==> config.mk <==
export PLATFORM = sky130hd
export DESIGN_NAME = etpu_gpio_tx
export DESIGN_NICKNAME = d
export VERILOG_FILES = /design/src/rtl/etpu_gpio_tx.sv
export SDC_FILE = /design/constraint.sdc
export NUM_CORES = 1
export LEC_CHECK = 0
export ABC_AREA = 1
export CORE_ASPECT_RATIO = 1.25
export CORE_MARGIN = 2
export CORE_UTILIZATION = 60
export DETAILED_ROUTE_END_ITERATION = 8
export GPL_TIMING_DRIVEN = 0
export PLACE_DENSITY = 0.83
export SLEW_MARGIN = 20
export SYNTH_ARGS = -nofsm -noshare
export SYNTH_HDL_FRONTEND = slang
export SYNTH_SLANG_ARGS = --single-unit
==> constraint.sdc <==
create_clock -name clk -period 3.3 [get_ports clk]
set_input_delay 0.495 -clock clk [delete_from_list [all_inputs] [get_ports clk]]
set_output_delay 0.495 -clock clk [all_outputs]
set_load 0.005 [all_outputs]
==> src/rtl/etpu_gpio_tx.sv <==
// Result-word transmitter: buffers array results and strobes them onto the GPIO pins.
// Latency: 2 edges from acceptance into an empty FIFO (in IDLE) to out_en high.
// Backpressure: in_ready drops when the result FIFO is full; out_en paces words at HOLD_CYCLES high + >=1 low.
//
// Ports:
//   clk, rstb               single rising-edge clock, asynchronous active-low reset
//   in_valid/in_ready       result word handshake; in_data (16b), in_last marks the burst's final word
//   out_data, out_tag       word and its in-burst index driven to the result / load_end pins
//   out_en                  data-valid strobe for the en pin
//   dbg_active              high while a burst is in progress
// Optional feature: define ETPU_TX_CHECKSUM_EN to append a 16-bit burst checksum word
// (tag 4'hF) after every burst; tags then wrap 14->0 because 4'hF is reserved for it.
module etpu_gpio_tx #(
    parameter int DEPTH       = 4,
    parameter int HOLD_CYCLES = 2
) (
    input  logic        clk,
    input  logic        rstb,
    input  logic        in_valid,
    output logic        in_ready,
    input  logic [15:0] in_data,
    input  logic        in_last,
    output logic [15:0] out_data,
    output logic [3:0]  out_tag,
    output logic        out_en,
    output logic        dbg_active
);
    localparam int              AW        = $clog2(DEPTH);
    localparam int              HW        = (HOLD_CYCLES > 1) ? $clog2(HOLD_CYCLES) : 1;
    localparam logic [AW:0]     FULL_CNT  = (AW + 1)'(DEPTH);
    localparam logic [HW-1:0]   HOLD_LAST = HW'(HOLD_CYCLES - 1);
`ifdef ETPU_TX_CHECKSUM_EN
    localparam logic [3:0]      TAG_MAX   = 4'd14;
`else
    localparam logic [3:0]      TAG_MAX   = 4'd15;
`endif

`ifdef ETPU_TX_CHECKSUM_EN
    typedef enum logic [1:0] {IDLE, HOLD, GAP, CSUM} state_t;
`else
    typedef enum logic [1:0] {IDLE, HOLD, GAP} state_t;
`endif

    state_t          state;
    state_t          state_nxt;

    // Result FIFO: entry = {data, last}
    logic [16:0]     mem [DEPTH];
    logic [16:0]     rd_word;
    logic [AW-1:0]   wr_ptr;
    logic [AW-1:0]   rd_ptr;
    logic [AW:0]     count;
    logic            fifo_empty;
    logic            fifo_full;
    logic            init_q;
    logic            push;
    logic            pop;

    logic [HW-1:0]   hold_cnt;
    logic [3:0]      tag_q;
    logic [3:0]      tag_inc;
    logic            last_q;
    logic            holding;
    logic            burst_end;
    logic            out_en_d;
    logic            dbg_active_d;

`ifdef ETPU_TX_CHECKSUM_EN
    logic [15:0]     csum_q;
    logic            csum_sent_q;
    logic            csum_start;
`endif

    assign fifo_empty = (count == '0);
    assign fifo_full  = (count == FULL_CNT);
    // init_q keeps in_ready low until the first edge after reset release
    assign in_ready   = init_q & ~fifo_full;
    assign push       = in_valid & in_ready;
    assign rd_word    = mem[rd_ptr];

    always_ff @(posedge clk) begin
        if (push) begin
            mem[wr_ptr] <= {in_data, in_last};
        end
    end

    // State register plus registered FSM outputs
    always_ff @(posedge clk or negedge rstb) begin
        if (!rstb) begin
            state      <= IDLE;
            out_en     <= 1'b0;
            dbg_active <= 1'b0;
            init_q     <= 1'b0;
        end else begin
            state      <= state_nxt;
            out_en     <= out_en_d;
            dbg_active <= dbg_active_d;
            init_q     <= 1'b1;
        end
    end

    // Next-state logic
    always_comb begin
        state_nxt = state;
        case (state)
            IDLE: begin
                if (!fifo_empty) state_nxt = HOLD;
            end
            HOLD: begin
                if (hold_cnt == HOLD_LAST) state_nxt = GAP;
            end
            GAP: begin
                if (last_q) begin
`ifdef ETPU_TX_CHECKSUM_EN
                    state_nxt = csum_sent_q ? IDLE : CSUM;
`else
                    state_nxt = IDLE;
`endif
                end else if (!fifo_empty) begin
                    state_nxt = HOLD;
                end
            end
`ifdef ETPU_TX_CHECKSUM_EN
            CSUM: begin
                if (hold_cnt == HOLD_LAST) state_nxt = GAP;
            end
`endif
            default: state_nxt = IDLE;
        endcase
    end

    // Output / control decode; outputs are registered from these next values
    always_comb begin
        pop          = (state_nxt == HOLD) && (state != HOLD);
        out_en_d     = (state_nxt == HOLD);
        dbg_active_d = (state_nxt != IDLE);
        holding      = (state == HOLD);
        burst_end    = (state == GAP) && (state_nxt == IDLE);
        tag_inc      = (tag_q == TAG_MAX) ? 4'd0 : tag_q + 4'd1;
`ifdef ETPU_TX_CHECKSUM_EN
        csum_start   = (state == GAP) && (state_nxt == CSUM);
        if (state_nxt == CSUM) out_en_d = 1'b1;
        if (state == CSUM) holding = 1'b1;
`endif
    end

    // FIFO pointers, hold timer, tag counter and output data registers
    always_ff @(posedge clk or negedge rstb) begin
        if (!rstb) begin
            wr_ptr   <= '0;
            rd_ptr   <= '0;
            count    <= '0;
            hold_cnt <= '0;
            tag_q    <= '0;
            last_q   <= 1'b0;
            out_data <= '0;
            out_tag  <= '0;
        end else begin
            if (push) wr_ptr <= wr_ptr + 1'b1;
            if (pop)  rd_ptr <= rd_ptr + 1'b1;
            case ({push, pop})
                2'b10:   count <= count + 1'b1;
                2'b01:   count <= count - 1'b1;
                default: ;
            endcase

            // Restart the timer on every state change so each HOLD/CSUM gets a full window
            if (state_nxt != state) begin
                hold_cnt <= '0;
            end else if (holding) begin
                hold_cnt <= hold_cnt + 1'b1;
            end

            if (pop) begin
                out_data <= rd_word[16:1];
                last_q   <= rd_word[0];
                if (state == IDLE) begin
                    out_tag <= tag_q;
                end else begin
                    tag_q   <= tag_inc;
                    out_tag <= tag_inc;
                end
            end
`ifdef ETPU_TX_CHECKSUM_EN
            if (csum_start) begin
                out_data <= csum_q;
                out_tag  <= 4'hF;
            end
`endif
            if (burst_end) tag_q <= '0;
        end
    end

`ifdef ETPU_TX_CHECKSUM_EN
    // Running modulo-2^16 sum of the words popped in the current burst
    always_ff @(posedge clk or negedge rstb) begin
        if (!rstb) begin
            csum_q      <= '0;
            csum_sent_q <= 1'b0;
        end else begin
            if (pop) begin
                csum_q <= (state == IDLE) ? rd_word[16:1] : csum_q + rd_word[16:1];
            end
            if (csum_start) csum_sent_q <= 1'b1;
            if (burst_end) begin
                csum_q      <= '0;
                csum_sent_q <= 1'b0;
            end
        end
    end
`endif

endmodule

# After elaboration in Yosys (flattened, before gate mapping)
# Memories as Yosys holds them, arrays and structs flattened. A register that Yosys moved wholly into a read port is not among the register bits.
# Cells that the tools add are included.
[op_classes]
add_sub_neg = 6
eq_ne = 9
muxes = 13
n_bitwise = 3
reduce_logical = 10
[ops]
columns = ["cell", "count"]
rows = [
  ["$mux 4", 4],
  ["$reduce_bool 2->1", 4],
  ["$eq 2x1->1 const B", 3],
  ["$mux 2", 3],
  ["$pmux 2 s3", 1],
  ["$pmux 3 s2", 1],
  ["$add 2x1->2 const B", 2],
  ["$add 4x1->4 const B", 1],
  ["$eq 2x2->1 const B", 2],
  ["$eq 4x4->1 const B", 1],
  ["$logic_not 2->1", 2],
  ["$mux 1", 4],
  ["$add 3x1->3 const B", 1],
  ["$eq 3x3->1 const B", 1],
  ["$logic_not 3->1", 1],
  ["$sub 3x1->3 const B", 1],
  ["$and 1x1->1", 2],
  ["$logic_and 1x1->1", 2],
  ["$ne 2x1->1 const B", 1],
  ["$ne 2x2->1", 1],
  ["$add 1x1->1 const B", 1],
  ["$logic_not 1->1", 1],
  ["$not 1->1", 1],
]
[word_totals]
regBits = 21
mem_bits_rw = 68
inputBits = 20
output_inout_bits = 23
wordCells = 52
n_memories = 1
[memory_table]
columns = ["name", "depth", "width", "rd", "rd_clocked_by_memory_dff", "wr", "line_no", "text"]
rows = [
  ["mem", 4, 17, 1, 1, 1, "48", "logic [16:0] mem [DEPTH];"],
]

# Logic depth before layout (Yosys ltp)
# Gate-level depths: netlist of run 1.
[depth]
ltp_word = 8
depth_mapped = 10
depth_no_buf = 9

# Worst setup path before layout of run 1
# Ideal clock, no wire load.
[synth_timing]
kind = "reg-to-reg"
startpoint = "register count[0]"
endpoint = "register count[2]"
setup_time_ps = 131
arrival_time_ps = 1834
required_ps = 3169
path_slack_ps = 1336
stages_incl_launch_ff = 11
n_path_buf = 1
period_less_slack_ps = 1964
cell_sequence = "dfrtp_1 > inv_1 > nand3_1 > nand2_2 > inv_2 > buf_6 > ha_1 > fa_1 > a21oi_1 > o21ai_0 > xor2_1"
[synth_via]
elab_chain_len = 8
elab_cells_between_ends = 16
classes_between = "add/sub (2); eq/ne (4); mux (4); bitwise (3); reduce/logical (3)"
[synth_lines]
columns = ["item", "line_no", "text"]
rows = [
  ["from (decl)", "52", "logic [AW:0] count;"],
  ["from (signal assigned)", "162", "2'b10: count <= count + 1'b1;"],
  ["from (signal assigned)", "163", "2'b01: count <= count - 1'b1;"],
  ["$logic_not 3->1 (*)", "74", "assign fifo_empty = (count == '0);"],
  ["$mux 2 (*)", "107, 119", ""],
  ["$mux 2", "113", "if (last_q) begin"],
  ["$pmux 2 s3 (*)", "105", "case (state)"],
  ["$eq 2x1->1 (*)", "134", "pop = (state_nxt == HOLD) && (state != HOLD);"],
  ["$logic_and 1x1->1 (*)", "134", ""],
  ["via pop", "57", "logic pop;"],
  ["$eq 2x1->1 / $eq 2x2->1 (equally long branches)", "161", "case ({push, pop})"],
  ["$pmux 3 s2 / $reduce_bool 2->1 (equally long branches)", "n/a", ""],
]
# Mark *: on every way through the listed nets, which the timed path passes. The rest lies on a longest branch.
# A chain may end at the register's enable or synchronous reset.

# Final worst setup path of run 1
# Ends and elaborated chain as after synthesis.

==> results of run 1 <==
## state kept, by name, summed over array words and instances (netlist names)
register    cells
out_en          1
count           3
last_q          1
out_data       16
wr_ptr          2
out_tag         4
tag_q           4
hold_cnt        1
state           2
dbg_active      1
mem            68
init_q          1
rd_ptr          2
## per-stage QoR
| stage | total power, mW | hold slack [ns] | instance area, um^2 |
|---|---|---|---|
| 3_5_place_dp | 3.81 | 0.369 | 4950 |
| 3_3_place_gp | 3.70 | 0.465 | 4880 |
| 2_1_floorplan | 3.11 | 0.199 | 4350 |
| 6_report | 4.57 | 0.485 | 5160 |
| 4_1_cts | 4.59 | 0.489 | 5160 |
| 5_1_grt | 4.90 | 0.525 | 5160 |
## final cells by class
class | instances | area, um^2 | area share [%]
buffer | 15 | 138 | 2.67
tap | 90 | 113 | 2.18
clock buffer | 12 | 145 | 2.81
timing repair buffer | 48 | 490 | 9.51
clock inverter | 4 | 51.3 | 0.994
multi-input combinational | 255 | 1140 | 22.2
sequential | 106 | 2990 | 58.0
inverter | 22 | 85.1 | 1.65
## logic make-up (layout without fill, tap and decap cells)
kind of cell             Yosys count  after routing  share of synthesized area (%)
AND/OR/NAND/NOR                  201            201                           18.1
flip-flops                       106            106                           68.8
AO/OA/AOI/OAI                     43             43                           5.09
buffers and inverters             37            101                           5.12
adder cells (fa/ha/maj)            7              7                           2.19
XOR/XNOR                           3              3                          0.604
other                              1              1                         0.0862
## power by group
group / leakage [nW] / total (mW) / switching, mW / internal [mW]
Combinational: 1.00 / 1.90 / 1.09 / 0.809
Sequential: 1.08 / 1.90 / 0.167 / 1.73
Clock: 0.0982 / 0.778 / 0.405 / 0.373
## Yosys cell counts
cell	instances	area, um^2
o21ai_0	28	140
inv_1	19	71.3
nand3_1	12	60.1
nand2_2	1	6.26
fa_1	1	20.0
nor3_1	2	10.0
buf_6	8	90.1
buf_2	2	10.0
xnor2_1	1	8.76
nand3_2	1	10.0
nand2_1	101	379
and2_1	1	6.26
edfxtp_1	68	2040
buf_4	5	37.5
nor2_1	81	304
conb_1	1	3.75
inv_4	1	6.26
a21boi_0	1	7.51
dfrtp_1	38	951
a21oi_1	4	20.0
o21ai_1	9	45.0
xor2_1	2	17.5
nand4_1	1	6.26
inv_2	2	7.51
a21oi_2	1	8.76
nor2_2	1	6.26
ha_1	6	75.1
## worst reg2reg max path: stages (launching register included)
cell	delay, ns
dfrtp_1	0.44
inv_1	0.10
nand3_1	0.12
nand2_2	0.17
inv_2	0.09
buf_6	0.15
ha_1	0.22
fa_1	0.38
a21oi_1	0.14
o21ai_0	0.11
xor2_1	0.15
## metal layers
metal	wire [um]	track usage, %
met1	3400	27.8
met2	4490	40.4
met3	388	3.63
met4	108	7.95
met5	0	0
## worst paths after layout
path | slack, ns | from | end
max in group asynchronous | 2.35 | rstb | out_data[5]$_DFFE_PN0P_
setup / recovery | 1.13 | count[0]$_DFFE_PN0P_ | count[2]$_DFFE_PN0P_
hold reg to reg | 0.49 | out_data[14]$_DFFE_PN0P_ | out_data[14]$_DFFE_PN0P_
hold / removal | 0.49 | out_data[14]$_DFFE_PN0P_ | out_data[14]$_DFFE_PN0P_
min in group asynchronous | 0.52 | rstb | out_data[4]$_DFFE_PN0P_
setup reg to reg | 1.13 | count[0]$_DFFE_PN0P_ | count[2]$_DFFE_PN0P_
==> results.md, run 1 <==
- Crit path max fanout: 10
- CTS Hold Bufs: 1
- Clock slew at reported path FFs: 0.09 ns
- Crit-path max cell delay: 0.44 ns
- Status: finished, final reports clean
- RSZ-0062 raised after global routing: no
- Most used cells in the layout excluding fill and tap cells: nand2_1, nor2_1, edfxtp_1, clkdlybuf4s50_1, dfrtp_1
- Crit path DAT: 2.40 ns
- # DRC: 0
- Vias per cell: 5.27
- CP Buf/Inv Count: 3
- CTS sink cnt: 106
- Rows: 34
- Worst vdd ir: 460 uV
- Crit start category: register
- Initial antenna violation count: 0
- CP endpoint kind: register
- First-pass GRT wire length: 13500 um
- Width of the chip: 80.2 um
- Area growth, synth to finish: 18.6%
- Worst-path cell chain: inv_1 -> nand3_1 -> nand2_2 -> inv_2 -> buf_6 -> ha_1 -> fa_1 -> a21oi_1 -> o21ai_0 -> xor2_1
- I/O Buffers: 42
- Final Setup Violations: 0
- Post-DP HPWL: 5680 um
- FF-to-FF path depth: 10
- Gr usage total: 22.7%
- Final Routed Wirelength: 8390 um
- Synthesized instance count: 398
- Post-CTS resize count: 0
- Synthesized area: 4350 um^2
- Final Hold Vio Count: 0
- Sequential share of the synthesized area: 68.8%
- Period minus WS final: 2.17 ns
- Crit path max-delay family: adder cells
- Final Max Slew Viols: 0
- Clk_lat worst skew: 0.35 ns
- Most common cell after layout, fill and taps aside: nand2_1
- Synth cell types: 27
- Htree depth: 3
- Mean area per synthesized cell: 10.9 um^2
- CTS Buf Count: 9
- Placed Cells: 535
- Number of setup buffers added after CTS: 0
- Number of global-route vias before repair: 2867
- Area of the core: 6980 um^2
- Final setup TNS: 0 ns
- Pre-CTS setup slack: 0.902 ns
- Largest net degree at the start of global routing: 33
- Die area: 7950 um^2
- Peak Freq: 462 MHz
- Final period util: 65.6%
- TritonCTS clock tree: built
- Min setup slack post-route: 1.13 ns
- Crit Path Category: reg -> reg
- Number of I/O pins: 43
- # fillers: 471
- Initial DRC count: 281
- Non-Filler Instances: 552
- Syn. warnings: 0
- Final core occ: 74.0%
- Syn nets: 425
- Leak: 2.18 nW
- Wire per inst: 15.2 um
- Levels on crit path: 10
- N_diodes: 0
- Starting Density: 62.4%
- Data required, critical path: 3.54 ns
- Final GP Congestion: 0.743
- Worst-case clock buffer depth: 2
- Slew margin rel.: 62.2%
- CTS root buf: clkbuf_8
- Pre-Repair DR Iteration Count: 4
- Via count: 2909
- Synth Register Bits: 106
- Slew @ Worst Pin: 0.566 ns
- HP Class: reg -> reg
- Clock skew: 0.00604 ns
- Crit-path slowest cell: dfrtp_1
- PwrDens: 886 nW/um^2
- Share of layout cells above drive strength 1: 9.74%
- Max-cap violation count: 0
- Post-DRT Antenna Nets: 0
- Hold path depth: 2
- Nets: 484
- Overflow after GRT: 0
- Die H: 99.2 um
(Power assumes the default switching activity.)
==> inputs of run 2 (changes only) <==
CORE_UTILIZATION = 51   (was 60)
PLACE_DENSITY = 0.75   (was 0.83)
clock period = 1.9 ns   (was 3.3 ns; I/O delays follow)
==> run 2 against run 1 <==
- hold slack worse by 0.10 ns
- clock power rose by 58%
- largest power group is now combinational cells
- flip-flop and latch count unchanged
- critical path depth decreased by 6
- non-clock buffer count rose by 4
- sequential power up 74%
- worst setup slack worse by 1.1 ns
- final cell count rose by 2.0%
- power increased by 75%
==> results.md, run 2 (same netlist as run 1, synthesis figures left out) <==
- Status: finished, final reports clean (unchanged)
- Wire per inst: 15.1 um (was 15.2 um)
- Crit path max fanout: 3 (was 10)
- Final GP Congestion: 0.755 (was 0.743)
- Final period util: 96.1%
- Crit Path Category: reg -> out (was reg -> reg)
- Number of I/O pins: 43 (unchanged)
- Data required, critical path: 1.62 ns (was 3.54 ns)
- Worst vdd ir: 648 uV (was 460 uV)
- Max reg flops: 68 (unchanged)
- Pre-Repair DR Iteration Count: 5 (was 4)
- Clk_lat worst skew: 0.36 ns (was 0.35 ns)
- Final Cell Area: 5230 um^2 (was 5160 um^2)
- Min setup slack post-route: 0.0743 ns (was 1.13 ns)
- Overflow after GRT: 0 (unchanged)
- Initial DRC count: 180 (was 281)
- Share of layout cells above drive strength 1: 12.4% (was 9.74%)
- CTS Buf Count: 9 (unchanged)
- Die H: 107 um (was 99.2 um)
- Slew @ Worst Pin: 0.694 ns (was 0.566 ns)
- Largest regs: mem (68), out_data (16) (unchanged)
- Nets: 488 (was 484)
- Clock skew: 0.00918 ns (was 0.00604 ns)
- CTS root buf: clkbuf_8 (unchanged)
- Htree depth: 3 (unchanged)
- Final Hold Vio Count: 0 (unchanged)
- Most used cells in the layout excluding fill and tap cells: nand2_1, nor2_1, edfxtp_1, clkdlybuf4s50_1, dfrtp_1 (unchanged)
- Final Setup Violations: 0 (unchanged)
- CP endpoint kind: output pin (was register)
- Vias per cell: 5.13 (was 5.27)
- N_diodes: 0 (unchanged)
- Via count: 2887 (was 2909)
- Worst-case clock buffer depth: 2 (unchanged)
- Gr usage total: 19.7% (was 22.7%)
- Initial antenna violation count: 0 (unchanged)
- Area of the core: 8240 um^2 (was 6980 um^2)
- Crit path DAT: 1.54 ns (was 2.40 ns)
- CTS sink cnt: 106 (unchanged)
- Largest net degree at the start of global routing: 24 (was 33)
- Final Max Slew Viols: 0 (unchanged)
- Number of global-route vias before repair: 2827 (was 2867)
- Area growth, synth to finish: 20.2% (was 18.6%)
- HP Class: in -> async (was reg -> reg)
- RSZ-0062 raised after global routing: yes (was no)
- Post-DRT Antenna Nets: 0 (unchanged)
- Slew margin rel.: 53.7% (was 62.2%)
- GR Util met3: 3.68% (was 3.63%)
- First-pass GRT wire length: 13800 um (was 13500 um)
- I/O Buffers: 42 (unchanged)
- Grt met2 use: 34.7% (was 40.4%)
- Crit start category: register (unchanged)
- Leak: 2.19 nW (was 2.18 nW)
- Rows: 37 (was 34)
- Period minus WS final: 1.83 ns
- Clock slew at reported path FFs: 0.10 ns (was 0.09 ns)
- Post-DP HPWL: 5770 um (was 5680 um)
- Die area: 9290 um^2 (was 7950 um^2)
- Most flops, register: mem (unchanged)
- Width of the chip: 86.6 um (was 80.2 um)
- Pre-CTS setup slack: -0.260 ns (was 0.902 ns)
- Starting Density: 52.8% (was 62.4%)
- GRT busiest layer: met2 (unchanged)
- Final Routed Wirelength: 8520 um (was 8390 um)
- TritonCTS clock tree: built (unchanged)
- Placed Area: 4980 um^2 (was 4950 um^2)
- GR Layer Usage met1: 24.2% (was 27.8%)
- Most common cell after layout, fill and taps aside: nand2_1 (unchanged)
- Max-cap violation count: 0 (unchanged)
- PwrDens: 1530 nW/um^2 (was 886 nW/um^2)
- Peak Freq: 548 MHz
- # DRC: 0 (unchanged)
-- run 2: cell types whose count changed in the layout (fill, tap and decap cells not counted), moves of 2 or more --
cell / change
buf_4: +5
buf_6: -2
clkbuf_1: -2
clkinv_2: +3
clkinv_4: -2
inv_1: -2
inv_6: +3
nand3_1: -2
-- run 2: repair_timing --
item | 4_1_cts | 5_1_grt
gates resized for setup | 5 | 7
setup endpoints to repair | 20 | 27
hold buffers | 1 | 0
buffers inserted | 4 | 1
hold endpoints to repair | 15 | 0
pin swaps | 2 | 2
-- run 2: stage by stage --
| step | setup TNS [ns] | std cells | hold WS (ns) | utilization [%] | power, mW |
|---|---|---|---|---|---|
| finish | 0 | 563 | 0.381 | 63.5 | 7.98 |
| global route | -0.0356 | 563 | 0.402 | 63.5 | 8.57 |
| CTS | -0.0548 | 562 | 0.365 | 63.0 | 7.95 |
| detailed placement | -6.78 | 542 | 0.234 | 60.4 | 6.65 |
| global placement | -65.52 | 537 | 0.461 | 59.4 | 6.48 |
| floorplan | 0 | 398 | -0.0106 | - | 5.41 |
-- run 2: final cells by class --
cell class | count | area [um^2]
Fill cell | 661 | 3010
Multi-Input combinational cell | 255 | 1190
Clock inverter | 7 | 43.8
Tap cell | 97 | 121
Clock buffer | 9 | 124
Inverter | 22 | 90.1
Buffer | 14 | 126
Timing Repair Buffer | 53 | 539
Sequential cell | 106 | 2990
-- run 2: worst max-delay path, cell delays in order (launching register included) --
cell and delay, ns:
dfrtp_1 0.40, inv_2 0.09, nand3_2 0.10, and2_1 0.15, clkdlybuf4s50_1 0.43
-- run 2: path summary, 6_finish.rpt --
check	endpoint	slack, ns	from	depth (start not counted)
hold / removal	count[2]$_DFFE_PN0P_	0.38	rstb	2
min in group clk	out_tag[1]$_DFFE_PN0P_	0.48	out_tag[1]$_DFFE_PN0P_	2
setup reg to reg	count[2]$_DFFE_PN0P_	0.09	count[1]$_DFFE_PN0P_	9
setup / recovery	in_ready	0.07	count[1]$_DFFE_PN0P_	4
max in group asynchronous	out_data[5]$_DFFE_PN0P_	1.07	rstb	3
hold reg to reg	out_tag[1]$_DFFE_PN0P_	0.48	out_tag[1]$_DFFE_PN0P_	2
-- run 2: power by group --
part,leakage (nW),total [mW],internal (mW),switching [mW]
sequential,1.08,3.30,3.01,0.288
combinational,1.02,3.46,1.51,1.94
clock,0.0872,1.23,0.475,0.754
-- run 2: metal layers --
layer,vias up,share of wire [%],routed length (um)
li1,1425,-,-
met1,1385,42,3580
met2,65,52,4460
met3,12,3.9,333
met4,0,1.7,144
met5,-,0,0
==> inputs of run 3 (changes only) <==
REMOVE_ABC_BUFFERS = 1   (was default)
==> run 3 against run 2 <==
- register-to-register slack got worse by 0.06 ns
- sequential share of layout area rose by 0.82 points
- first-iteration DRC count grew 35%
- die area is the same
- combinational power fell by 12%
- utilization down 0.79 points
- final cell count decreased by 1.8%
- worst setup slack lost 0.043 ns
- count of clock-buffer cells in the layout did not move
- highest routed layer unchanged
==> results.md, run 3 (same netlist as run 1, synthesis figures left out) <==
- Initial DRC count: 243 (was 180)
- Final Cell Area: 5160 um^2 (was 5230 um^2)
- Worst-path cell chain: a21oi_4 -> nand2_8 -> inv_8 -> ha_2 -> fa_1 -> nor2_1 -> a21oi_1 (was inv_2 -> nand3_2 -> and2_1 -> clkdlybuf4s50_1)
- Number of global-route vias before repair: 2892 (was 2827)
- Final Setup Violations: 0 (unchanged)
- Number of I/O pins: 43 (unchanged)
- Crit Path Category: reg -> reg (was reg -> out)
- Total power: 7.84 mW (was 7.98 mW)
- # fillers: 656 (was 661)
- Area of the core: 8240 um^2 (unchanged)
- First-pass GRT wire length: 13600 um (was 13800 um)
- Placed Cells: 527 (was 542)
- Worst vdd ir: 737 uV (was 648 uV)
- Most used cells in the layout excluding fill and tap cells: nand2_1, nor2_1, edfxtp_1, clkdlybuf4s50_1, dfrtp_1 (unchanged)
- Max-cap violation count: 0 (unchanged)
- PwrDens: 1520 nW/um^2 (was 1530 nW/um^2)
- Placed Area: 4830 um^2 (was 4980 um^2)
- # DRC: 0 (unchanged)
- Crit path DAT: 2.14 ns (was 1.54 ns)
- TritonCTS clock tree: built (unchanged)
- Gr usage total: 19.7% (about the same)
- Share of layout cells above drive strength 1: 11.0% (was 12.4%)
- Part of the power in registers: 44.6% (was 41.3%)
- Clock Power Share: 16.7% (was 15.4%)
- R2R Setup Slk: 0.03 ns (was 0.09 ns)
- Crit start category: register (unchanged)
- Slew @ Worst Pin: 0.790 ns (was 0.694 ns)
- Pre-Repair DR Iteration Count: 4 (was 5)
- Final period util: 98.4% (was 96.1%)
- Sw Ratio: 38.6% (was 37.4%)
- Final Max Slew Viols: 0 (unchanged)
- Post-DP HPWL: 5170 um (was 5770 um)
- Final Hold Vio Count: 0 (unchanged)
- Nets: 478 (was 488)
- HP Class: in -> async (unchanged)
- CTS sink cnt: 106 (unchanged)
- Initial antenna violation count: 0 (unchanged)
- Via count: 2934 (was 2887)
- Post-DRT Antenna Nets: 0 (unchanged)
- CTS root buf: clkbuf_8 (unchanged)
- Clk_lat worst skew: 0.38 ns (was 0.36 ns)
- Die H: 107 um (unchanged)
- N_diodes: 0 (unchanged)
- Most common cell after layout, fill and taps aside: nand2_1 (unchanged)
- Width of the chip: 86.6 um (unchanged)
- Die area: 9290 um^2 (unchanged)
- Final GP Congestion: 0.720 (was 0.755)
- Area growth, synth to finish: 18.7% (was 20.2%)
- Final Routed Wirelength: 8530 um (was 8520 um)
- Comb power frac: 38.7% (was 43.3%)
- Final core occ: 62.7% (was 63.5%)
- Non-Filler Instances: 553 (was 563)
- Wire per inst: 15.4 um (was 15.1 um)
- Slew margin rel.: 47.3% (was 53.7%)
- CTS Buf Count: 9 (unchanged)
- Crit-path slowest cell: dfrtp_2 (was clkdlybuf4s50_1)
- Clock slew at reported path FFs: 0.10 ns (about the same)
- Crit path max fanout: 22 (was 3)
- Psw: 3.03 mW (was 2.98 mW)
- Data required, critical path: 2.17 ns (was 1.62 ns)
- Starting Density: 52.8% (unchanged)
- Crit-path max cell delay: 0.48 ns (was 0.43 ns)
- CP endpoint kind: register (was output pin)
- Htree depth: 3 (unchanged)
- RSZ-0062 raised after global routing: yes (unchanged)
- Period minus WS final: 1.87 ns (was 1.83 ns)
- Largest regs: mem (68), out_data (16) (unchanged)
- Max reg flops: 68 (unchanged)
- Vias per cell: 5.31 (was 5.13)
- Status: finished, final reports clean (unchanged)
- Overflow after GRT: 0 (unchanged)
- Rows: 37 (unchanged)
- Clock skew: 0.00973 ns (was 0.00918 ns)
- Int Power: 4.81 mW (was 5.00 mW)
- Most flops, register: mem (unchanged)
- I/O Buffers: 42 (unchanged)
- Largest net degree at the start of global routing: 37 (was 24)
- Leak: 2.15 nW (was 2.19 nW)
- Peak Freq: 535 MHz (was 548 MHz)
- Worst-case clock buffer depth: 2 (unchanged)
## run 3: per-layer routing
layer / share of wire [%] / wire, um / GRT usage (%) / up-vias
met2: 53 / 4530 / 34.2 / 84
met5: 0 / 0 / 0 / -
met4: 2.7 / 234 / 8.82 / 0
li1: - / - / - / 1410
met3: 4.4 / 371 / 3.91 / 18
met1: 40 / 3400 / 23.4 / 1422
## run 3: stage by stage
step / hold slack [ns] / setup WS [ns] / setup TNS [ns]
detailed placement: 0.224 / -0.923 / -14.82
global placement: 0.462 / -0.886 / -76.43
finish: 0.352 / 0.0310 / 0
global route: 0.366 / -0.0607 / -0.0929
CTS: 0.354 / -0.0801 / -0.153
floorplan: -0.0106 / -0.370 / -0.555
## run 3: final timing paths
check,to,startpoint,depth (start not counted)
worst max register to register,count[1]$_DFFE_PN0P_,state[1]$_DFF_PN0_,7
worst min-delay path,out_data[3]$_DFFE_PN0P_,rstb,2
worst max-delay path,count[1]$_DFFE_PN0P_,state[1]$_DFF_PN0_,7
worst min register to register,out_tag[2]$_DFFE_PN0P_,out_tag[2]$_DFFE_PN0P_,2
min in group clk,out_tag[2]$_DFFE_PN0P_,out_tag[2]$_DFFE_PN0P_,2
max in group asynchronous,state[1]$_DFF_PN0_,rstb,3
## run 3: cell type report
cell class              count  area (um^2)  share of cell area, %
clock inverters             7         62.6                   1.21
multi-input cells         256         1200                   23.3
inverters                  22         92.6                   1.79
repair buffers             56          561                   10.9
clock buffers               9          124                   2.40
flip-flops and latches    106         3000                   58.1
well taps                  97          121                   2.35
## run 3: critical path: cells and delay by family (launching register included)
| kind | cells | cell delay [ns] |
|---|---|---|
| flip-flops | 1 | 0.48 |
| buffers and inverters | 1 | 0.15 |
| adder cells (fa/ha/maj) | 2 | 0.64 |
| AO/OA/AOI/OAI | 2 | 0.30 |
| AND/OR/NAND/NOR | 2 | 0.20 |
## run 3: power by group through the flow
stage	clock network (mW)	registers, mW	logic [mW]
floorplan	0	3.43	1.66
global placement	0	3.50	2.56
detailed placement	0	3.52	2.73
CTS	1.32	3.48	2.96
global route	1.43	3.57	3.44
finish	1.31	3.50	3.04
## run 3: repair_timing
| action | 4_1_cts | 5_1_grt |
|---|---|---|
| endpoints found under the hold margin | 13 | 0 |
| pin swaps | 2 | 4 |
| hold buffers | 1 | 0 |
| resized for setup | 10 | 9 |
| setup buffers | 3 | 5 |
| cloned | 1 | 0 |
| endpoints found under the setup margin | 31 | 20 |
